`config.mk`:
```
export PLATFORM = sky130hd
export DESIGN_NAME = ex_mem_reg_flat
export DESIGN_NICKNAME = d
export VERILOG_FILES = /design/src/rtl/ex_mem_reg_if.sv /design/src/rtl/ex_mem_reg.sv /design/src/flat_wrapper.sv
export SDC_FILE = /design/constraint.sdc
export NUM_CORES = 1
export LEC_CHECK = 0
export ABC_AREA = 1
export BUFFER_PORTS_ARGS = -buffer_cell sky130_fd_sc_hd__buf_2
export CORE_MARGIN = 1
export CORE_UTILIZATION = 40
export CTS_CLUSTER_SIZE = 25
export DETAILED_ROUTE_END_ITERATION = 8
export HOLD_SLACK_MARGIN = 0.02
export PLACE_DENSITY = 0.72
export SETUP_SLACK_MARGIN = 0.1
export SKIP_CTS_REPAIR_TIMING = 1
export SLEW_MARGIN = 20
export SYNTH_ARGS = -nofsm -noshare
export SYNTH_HDL_FRONTEND = slang
export SYNTH_SLANG_ARGS = --single-unit
```
`constraint.sdc`:
```
create_clock -name clk -period 0.8 [get_ports clk]
set_input_delay 0.04 -clock clk [delete_from_list [all_inputs] [get_ports clk]]
set_output_delay 0.04 -clock clk [all_outputs]
set_load 0.1 [all_outputs]
```
`src/rtl/ex_mem_reg_if.sv`:
```
// EX->MEM pipeline register bus: E-stage inputs, stall/flush controls, M-stage outputs.
// The master side is the pipeline driving EX results; the slave side is the register.
interface ex_mem_reg_if #(
  parameter int DATA_W = 32,
  parameter int RD_W   = 5
);
  logic              stallM;
  logic              flushM;
  logic              validE;
  logic [DATA_W-1:0] aluResultE;
  logic [DATA_W-1:0] writeDataE;
  logic [DATA_W-1:0] pcPlus4E;
  logic [RD_W-1:0]   rdE;
  logic              regWriteE;
  logic              memReadE;
  logic              memWriteE;
  logic [1:0]        resultSrcE;
  logic [2:0]        addressingModeE;

  logic              validM;
  logic              regWriteM;
  logic              memReadM;
  logic              memWriteM;
  logic [DATA_W-1:0] aluResultM;
  logic [DATA_W-1:0] writeDataM;
  logic [DATA_W-1:0] pcPlus4M;
  logic [RD_W-1:0]   rdM;
  logic [1:0]        resultSrcM;
  logic [2:0]        addressingModeM;
  logic              misalignM;

  modport master (
    output stallM, flushM, validE, aluResultE, writeDataE, pcPlus4E, rdE,
           regWriteE, memReadE, memWriteE, resultSrcE, addressingModeE,
    input  validM, regWriteM, memReadM, memWriteM, aluResultM, writeDataM,
           pcPlus4M, rdM, resultSrcM, addressingModeM, misalignM
  );

  modport slave (
    input  stallM, flushM, validE, aluResultE, writeDataE, pcPlus4E, rdE,
           regWriteE, memReadE, memWriteE, resultSrcE, addressingModeE,
    output validM, regWriteM, memReadM, memWriteM, aluResultM, writeDataM,
           pcPlus4M, rdM, resultSrcM, addressingModeM, misalignM
  );
endinterface

```
`src/rtl/ex_mem_reg.sv`:
```
// EX/MEM pipeline register with flush-over-stall priority and qualified control bits.
// Define EXMEM_MISALIGN_CHECK_EN to flag and squash misaligned word/half loads and stores.
module ex_mem_reg #(
  parameter int DATA_W = 32,
  parameter int RD_W   = 5
) (
  input logic          clk,
  input logic          rst,
  ex_mem_reg_if.slave  bus
);

  typedef struct packed {
    logic              valid;
    logic              reg_write;
    logic              mem_read;
    logic              mem_write;
    logic              misalign;
    logic [RD_W-1:0]   rd;
    logic [1:0]        result_src;
    logic [2:0]        mode;
    logic [DATA_W-1:0] alu;
    logic [DATA_W-1:0] wdata;
    logic [DATA_W-1:0] pc4;
  } stage_t;

  stage_t r_m;
  stage_t w_cap;
  stage_t w_next;
  logic   w_mem;
  logic   w_mis;

  assign w_mem = bus.validE & (bus.memReadE | bus.memWriteE);

`ifdef EXMEM_MISALIGN_CHECK_EN
  // Mode bits [1:0] encode size for both signed and unsigned variants.
  assign w_mis = w_mem &
                 (((bus.addressingModeE[1:0] == 2'b10) && (bus.aluResultE[1:0] != 2'b00)) ||
                  ((bus.addressingModeE[1:0] == 2'b01) && bus.aluResultE[0]));
`else
  assign w_mis = 1'b0;
`endif

  always_comb begin
    w_cap            = '0;
    w_cap.valid      = bus.validE;
    w_cap.reg_write  = bus.regWriteE & bus.validE & ~w_mis;
    w_cap.mem_read   = bus.memReadE  & bus.validE & ~w_mis;
    w_cap.mem_write  = bus.memWriteE & bus.validE & ~w_mis;
    w_cap.misalign   = w_mis;
    // A non-writing stage carries rd=0 so forwarding compares never hit it.
    w_cap.rd         = w_cap.reg_write ? bus.rdE : '0;
    w_cap.result_src = bus.resultSrcE;
    w_cap.mode       = bus.addressingModeE;
    w_cap.alu        = bus.aluResultE;
    w_cap.wdata      = bus.writeDataE;
    w_cap.pc4        = bus.pcPlus4E;
  end

  always_comb begin
    w_next = w_cap;
    if (bus.flushM)      w_next = '0;
    else if (bus.stallM) w_next = r_m;
  end

  always_ff @(posedge clk or negedge rst) begin
    if (!rst) r_m <= '0;
    else      r_m <= w_next;
  end

  assign bus.validM          = r_m.valid;
  assign bus.regWriteM       = r_m.reg_write;
  assign bus.memReadM        = r_m.mem_read;
  assign bus.memWriteM       = r_m.mem_write;
  assign bus.misalignM       = r_m.misalign;
  assign bus.rdM             = r_m.rd;
  assign bus.resultSrcM      = r_m.result_src;
  assign bus.addressingModeM = r_m.mode;
  assign bus.aluResultM      = r_m.alu;
  assign bus.writeDataM      = r_m.wdata;
  assign bus.pcPlus4M        = r_m.pc4;

endmodule
```
`src/flat_wrapper.sv`:
```
// flat-port wrapper written by rule: the top's interface ports become plain ports
module ex_mem_reg_flat 
#(
  parameter int DATA_W = 32,
  parameter int RD_W   = 5
)
  (clk, rst, bus_stallM, bus_flushM, bus_validE, bus_aluResultE, bus_writeDataE, bus_pcPlus4E, bus_rdE, bus_regWriteE, bus_memReadE, bus_memWriteE, bus_resultSrcE, bus_addressingModeE, bus_validM, bus_regWriteM, bus_memReadM, bus_memWriteM, bus_aluResultM, bus_writeDataM, bus_pcPlus4M, bus_rdM, bus_resultSrcM, bus_addressingModeM, bus_misalignM);
  ex_mem_reg_if #(.DATA_W(DATA_W), .RD_W(RD_W)) bus_i ();
  input logic clk;
  input logic rst;
  input wire logic [$bits(bus_i.stallM)-1:0] bus_stallM;
  input wire logic [$bits(bus_i.flushM)-1:0] bus_flushM;
  input wire logic [$bits(bus_i.validE)-1:0] bus_validE;
  input wire logic [$bits(bus_i.aluResultE)-1:0] bus_aluResultE;
  input wire logic [$bits(bus_i.writeDataE)-1:0] bus_writeDataE;
  input wire logic [$bits(bus_i.pcPlus4E)-1:0] bus_pcPlus4E;
  input wire logic [$bits(bus_i.rdE)-1:0] bus_rdE;
  input wire logic [$bits(bus_i.regWriteE)-1:0] bus_regWriteE;
  input wire logic [$bits(bus_i.memReadE)-1:0] bus_memReadE;
  input wire logic [$bits(bus_i.memWriteE)-1:0] bus_memWriteE;
  input wire logic [$bits(bus_i.resultSrcE)-1:0] bus_resultSrcE;
  input wire logic [$bits(bus_i.addressingModeE)-1:0] bus_addressingModeE;
  output wire logic [$bits(bus_i.validM)-1:0] bus_validM;
  output wire logic [$bits(bus_i.regWriteM)-1:0] bus_regWriteM;
  output wire logic [$bits(bus_i.memReadM)-1:0] bus_memReadM;
  output wire logic [$bits(bus_i.memWriteM)-1:0] bus_memWriteM;
  output wire logic [$bits(bus_i.aluResultM)-1:0] bus_aluResultM;
  output wire logic [$bits(bus_i.writeDataM)-1:0] bus_writeDataM;
  output wire logic [$bits(bus_i.pcPlus4M)-1:0] bus_pcPlus4M;
  output wire logic [$bits(bus_i.rdM)-1:0] bus_rdM;
  output wire logic [$bits(bus_i.resultSrcM)-1:0] bus_resultSrcM;
  output wire logic [$bits(bus_i.addressingModeM)-1:0] bus_addressingModeM;
  output wire logic [$bits(bus_i.misalignM)-1:0] bus_misalignM;
  assign bus_i.stallM = bus_stallM;
  assign bus_i.flushM = bus_flushM;
  assign bus_i.validE = bus_validE;
  assign bus_i.aluResultE = bus_aluResultE;
  assign bus_i.writeDataE = bus_writeDataE;
  assign bus_i.pcPlus4E = bus_pcPlus4E;
  assign bus_i.rdE = bus_rdE;
  assign bus_i.regWriteE = bus_regWriteE;
  assign bus_i.memReadE = bus_memReadE;
  assign bus_i.memWriteE = bus_memWriteE;
  assign bus_i.resultSrcE = bus_resultSrcE;
  assign bus_i.addressingModeE = bus_addressingModeE;
  assign bus_validM = bus_i.validM;
  assign bus_regWriteM = bus_i.regWriteM;
  assign bus_memReadM = bus_i.memReadM;
  assign bus_memWriteM = bus_i.memWriteM;
  assign bus_aluResultM = bus_i.aluResultM;
  assign bus_writeDataM = bus_i.writeDataM;
  assign bus_pcPlus4M = bus_i.pcPlus4M;
  assign bus_rdM = bus_i.rdM;
  assign bus_resultSrcM = bus_i.resultSrcM;
  assign bus_addressingModeM = bus_i.addressingModeM;
  assign bus_misalignM = bus_i.misalignM;
  ex_mem_reg #(.DATA_W(DATA_W), .RD_W(RD_W)) u_core (.clk(clk), .rst(rst), .bus(bus_i));
endmodule
```
# Word-level counts from Yosys, hierarchy flattened
# Index checks and enable logic that the tools add are counted.
# classes
eq_ne	1
muxes	3
bitwise	3
# ops
cell	n
$mux 111	2
$mux 5	1
$and 1x1->1	3
$ne 2x1->1 const B	1
# totals
ff_bits	111
in_bits	114
output_inout_bits	111
word_cells	18

# Depth between registers and ports, before layout
# depth
depth_word	4
depth_mapped	6
mapped_depth_nobuf	5

# Worst setup path before layout
# Ideal clock, no wire load.
# synth_timing
path_type	register -> register
from	register u_core.bus.addressingModeM[0] (netlist name)
to	register u_core.r_m (netlist bit u_core.bus.addressingModeM[0])
arrival_ps	1117
required_time_ps	728
slack_ps	-389
path_stages_with_launch	3
path_buffers	0
cell_sequence	dfrtp_1 nor2_1 nor2_1
# synth_lines
element	line	source
end signal, assigned	ex_mem_reg.sv:67	else r_m <= w_next;
end, declared	ex_mem_reg.sv:26	stage_t r_m;

# Worst setup path after layout
# layout_timing
from	register u_core.r_m (netlist bit u_core.bus.aluResultM[1])
to	output bus_aluResultM[1]
# layout_lines
element	line	source
end, declared	flat_wrapper.sv:27	output wire logic [$bits(bus_i.aluResultM)-1:0] bus_aluResultM;
# No word-level cell between the ends.

==> results.cfg <==
[synth]
yosysWarnings = 0
avgSynthCellArea_um2 = 9.03
ys_ff_latch = 110
yosys.area_share.xor_xnor_pct = 0
synth_compound_area_share_pct = 6.57
netlist_area_um2 = 4340
synthCells = 481
yosys.area_share.adder_pct = 0
ys_seq_area_share_pct = 63.4
syn-num-nets = 595
ys_types = 13
muxShareOfSynthArea_pct = 0
synth_top_family_by_area = simple AND/OR/NAND/NOR gates
yosys.area_share.simple_pct = 25.2

[global_routing]
grt_max_degree = 44
grt_pass1_vias = 4395
gr-usage-all-layers_pct = 25.3
grt_pass1_wl_um = 22100
grt-ovfl-total = 0
antenna_found_initial = 0

[clock_tree]
numCtsBuffers = 9
tritoncts = built
clk_latency_ns = 0.36
clockBufferDepth = 2
cts_root_buffer = clkbuf_8
h-tree-depth = 3
cts.sinks = 110
clkTransAtPathRegs_ns = 0.11

[cells_and_area]
drive_gt1_share_pct = 61.9
syn2layout_area_growth_pct = 116
finalNetCount = 920
fin_cells = 947
diodes = 0
n_fill_cell = 381
fin_area_um2 = 9360

[setup_path]
crit_path_start_kind = register
crit_arrival_ns = 1.07
crit_type = reg -> out
r2r_cells = 3
reg2reg_from = u_core.bus.aluResultM[13]$_DFFE_PN0P_
timing.rr.end = u_core.bus.aluResultM[13]$_DFFE_PN0P_
slowest_stage = dfrtp_4
critPathBufInv = 1
critPathTopFamily = flip-flops
required_ns = 0.76
crit_path_max_incr_delay_ns = 0.53
rrSetupSlack_ns = -0.08
cp_max_fo = 2
worstSetupStartpoint = u_core.bus.aluResultM[1]$_DFFE_PN0P_
worstPathCellList = buf_12
worst_setup_path_end_kind = output port

[power]
leakage_nw = 4.14
power.density_nw_per_um2 = 1700
max-vdd-ir-drop_v = 0.000998
p_total_mw = 15.9

[placement]
gp_congestion = 0.843
placedInstanceArea_um2 = 7770
dp.cells = 830
numPortBuffers = 223
place_hpwl_um = 10500
post-place-ws_ns = -0.135

[run_status]
violations = hold timing, setup timing
status = finished, violations left

[timing]
fmax_mhz = 898
finalCriticalPeriod_ns = 1.11
worst_slack_ns = -0.313
rsz0062_at_grt = true
clock_skew_ns = 0
setup_violations = 119
final_hold_viol_count = 8
whs_ns = -0.0382
final_max_slew_viol_count = 0
period_share_pct = 139

[floorplanning]
rows = 37
dieArea_um2 = 11300
die_w_um = 106
dieHeight_um = 106
core_um2 = 10400
start_util_pct = 41.7
io_pins = 225

[hold_path]
min_to = u_core.bus.aluResultM[3]$_DFFE_PN0P_
hp-class = in -> reg
worstHoldPathCells = 3
hp-start = bus_aluResultE[3]

[route]
finalWirelength_um = 19300
wl_per_cell_um = 20.4
ant_nets = 0
drc = 0
drt_pass1_iterations = 5
dr.first_iter.drc_count = 319
avgViaCountPerCell = 5.31
via_count = 5029

[flow_run]
cap_violations = 0
-- report_power, final --
| part | internal (mW) | switching, mW |
|---|---|---|
| registers | 6.10 | 0.471 |
| clock network | 1.55 | 1.95 |
| logic | 2.19 | 3.68 |
-- cell usage after synthesis --
cell	n	area, um^2
buf_2	22	110
buf_4	8	60.1
clkbuf_1	4	15.0
conb_1	1	3.75
dfrtp_1	110	2750
inv_1	2	7.51
inv_2	3	11.3
nand2_1	110	413
nand2_2	1	6.26
nand3_1	52	260
nor2_1	111	417
o21ai_0	48	240
o21ai_1	9	45.0
-- cell type report --
type / instances / area, um^2 / share of cell area (%)
clock buffers: 10 / 138 / 1.47
clock inverters: 6 / 68.8 / 0.735
inverters: 5 / 18.8 / 0.201
multi-input cells: 332 / 1740 / 18.6
flip-flops and latches: 110 / 3160 / 33.8
well taps: 136 / 170 / 1.82
repair buffers: 348 / 4060 / 43.3
-- stage by stage --
step                      utilization, %  setup TNS, ns
after floorplan                        -          -7.58
after global placement              74.6          -1.14
after detailed placement            74.6          -4.17
after CTS                           76.6         -32.66
after global routing                89.8         -36.65
final                               89.8         -32.55
-- sequential cells by signal, indices dropped and copies added, names as in the netlist --
signal and cells:
u_core.bus.aluResultM 32, u_core.bus.pcPlus4M 32, u_core.bus.writeDataM 32, u_core.bus.rdM 5, u_core.bus.addressingModeM 3, u_core.bus.resultSrcM 2, u_core.bus.memReadM 1, u_core.bus.memWriteM 1
u_core.bus.regWriteM 1, u_core.bus.validM 1
-- placed cells by master, fill, tap and decap left out, drive strengths merged --
cell / n
inv: 6
buf: 253
dfrtp: 110
nor2: 111
clkbuf: 10
bufinv: 1
nand2: 111
dlygate4sd3: 95
nand3: 52
conb: 1
clkinvlp: 1
clkinv: 3
o21ai: 57
-- worst max path at each step --
stage / to / slack, ns / depth (start not counted)
2_1_floorplan: u_core.bus.addressingModeM[0]$_DFFE_PN0P_ / -0.12 / 2
3_3_place_gp: u_core.bus.memReadM$_DFFE_PN0P_ / -0.07 / 5
3_5_place_dp: u_core.bus.memReadM$_DFFE_PN0P_ / -0.13 / 5
4_1_cts: bus_pcPlus4M[6] / -0.33 / 1
5_1_grt: bus_aluResultM[1] / -0.35 / 1
6_report: bus_aluResultM[1] / -0.31 / 1
-- cells by family (layout without fill, tap and decap cells) --
group | Yosys count | count (layout)
DFF | 110 | 110
other | 1 | 1
and+or+nand+nor | 274 | 274
AOI/OAI and AO/OA | 57 | 57
buffers and inverters | 39 | 369
-- per-layer routing --
layer / wire length, um / part of all wire (%) / global-route usage (%)
met4: 1080 / 5.6 / 10.0
met3: 1560 / 8.1 / 6.93
met5: 0 / 0 / 0
met2: 10200 / 53 / 45.7
met1: 6430 / 33 / 27.9
Note: power is estimated with default switching activity, not from simulation.
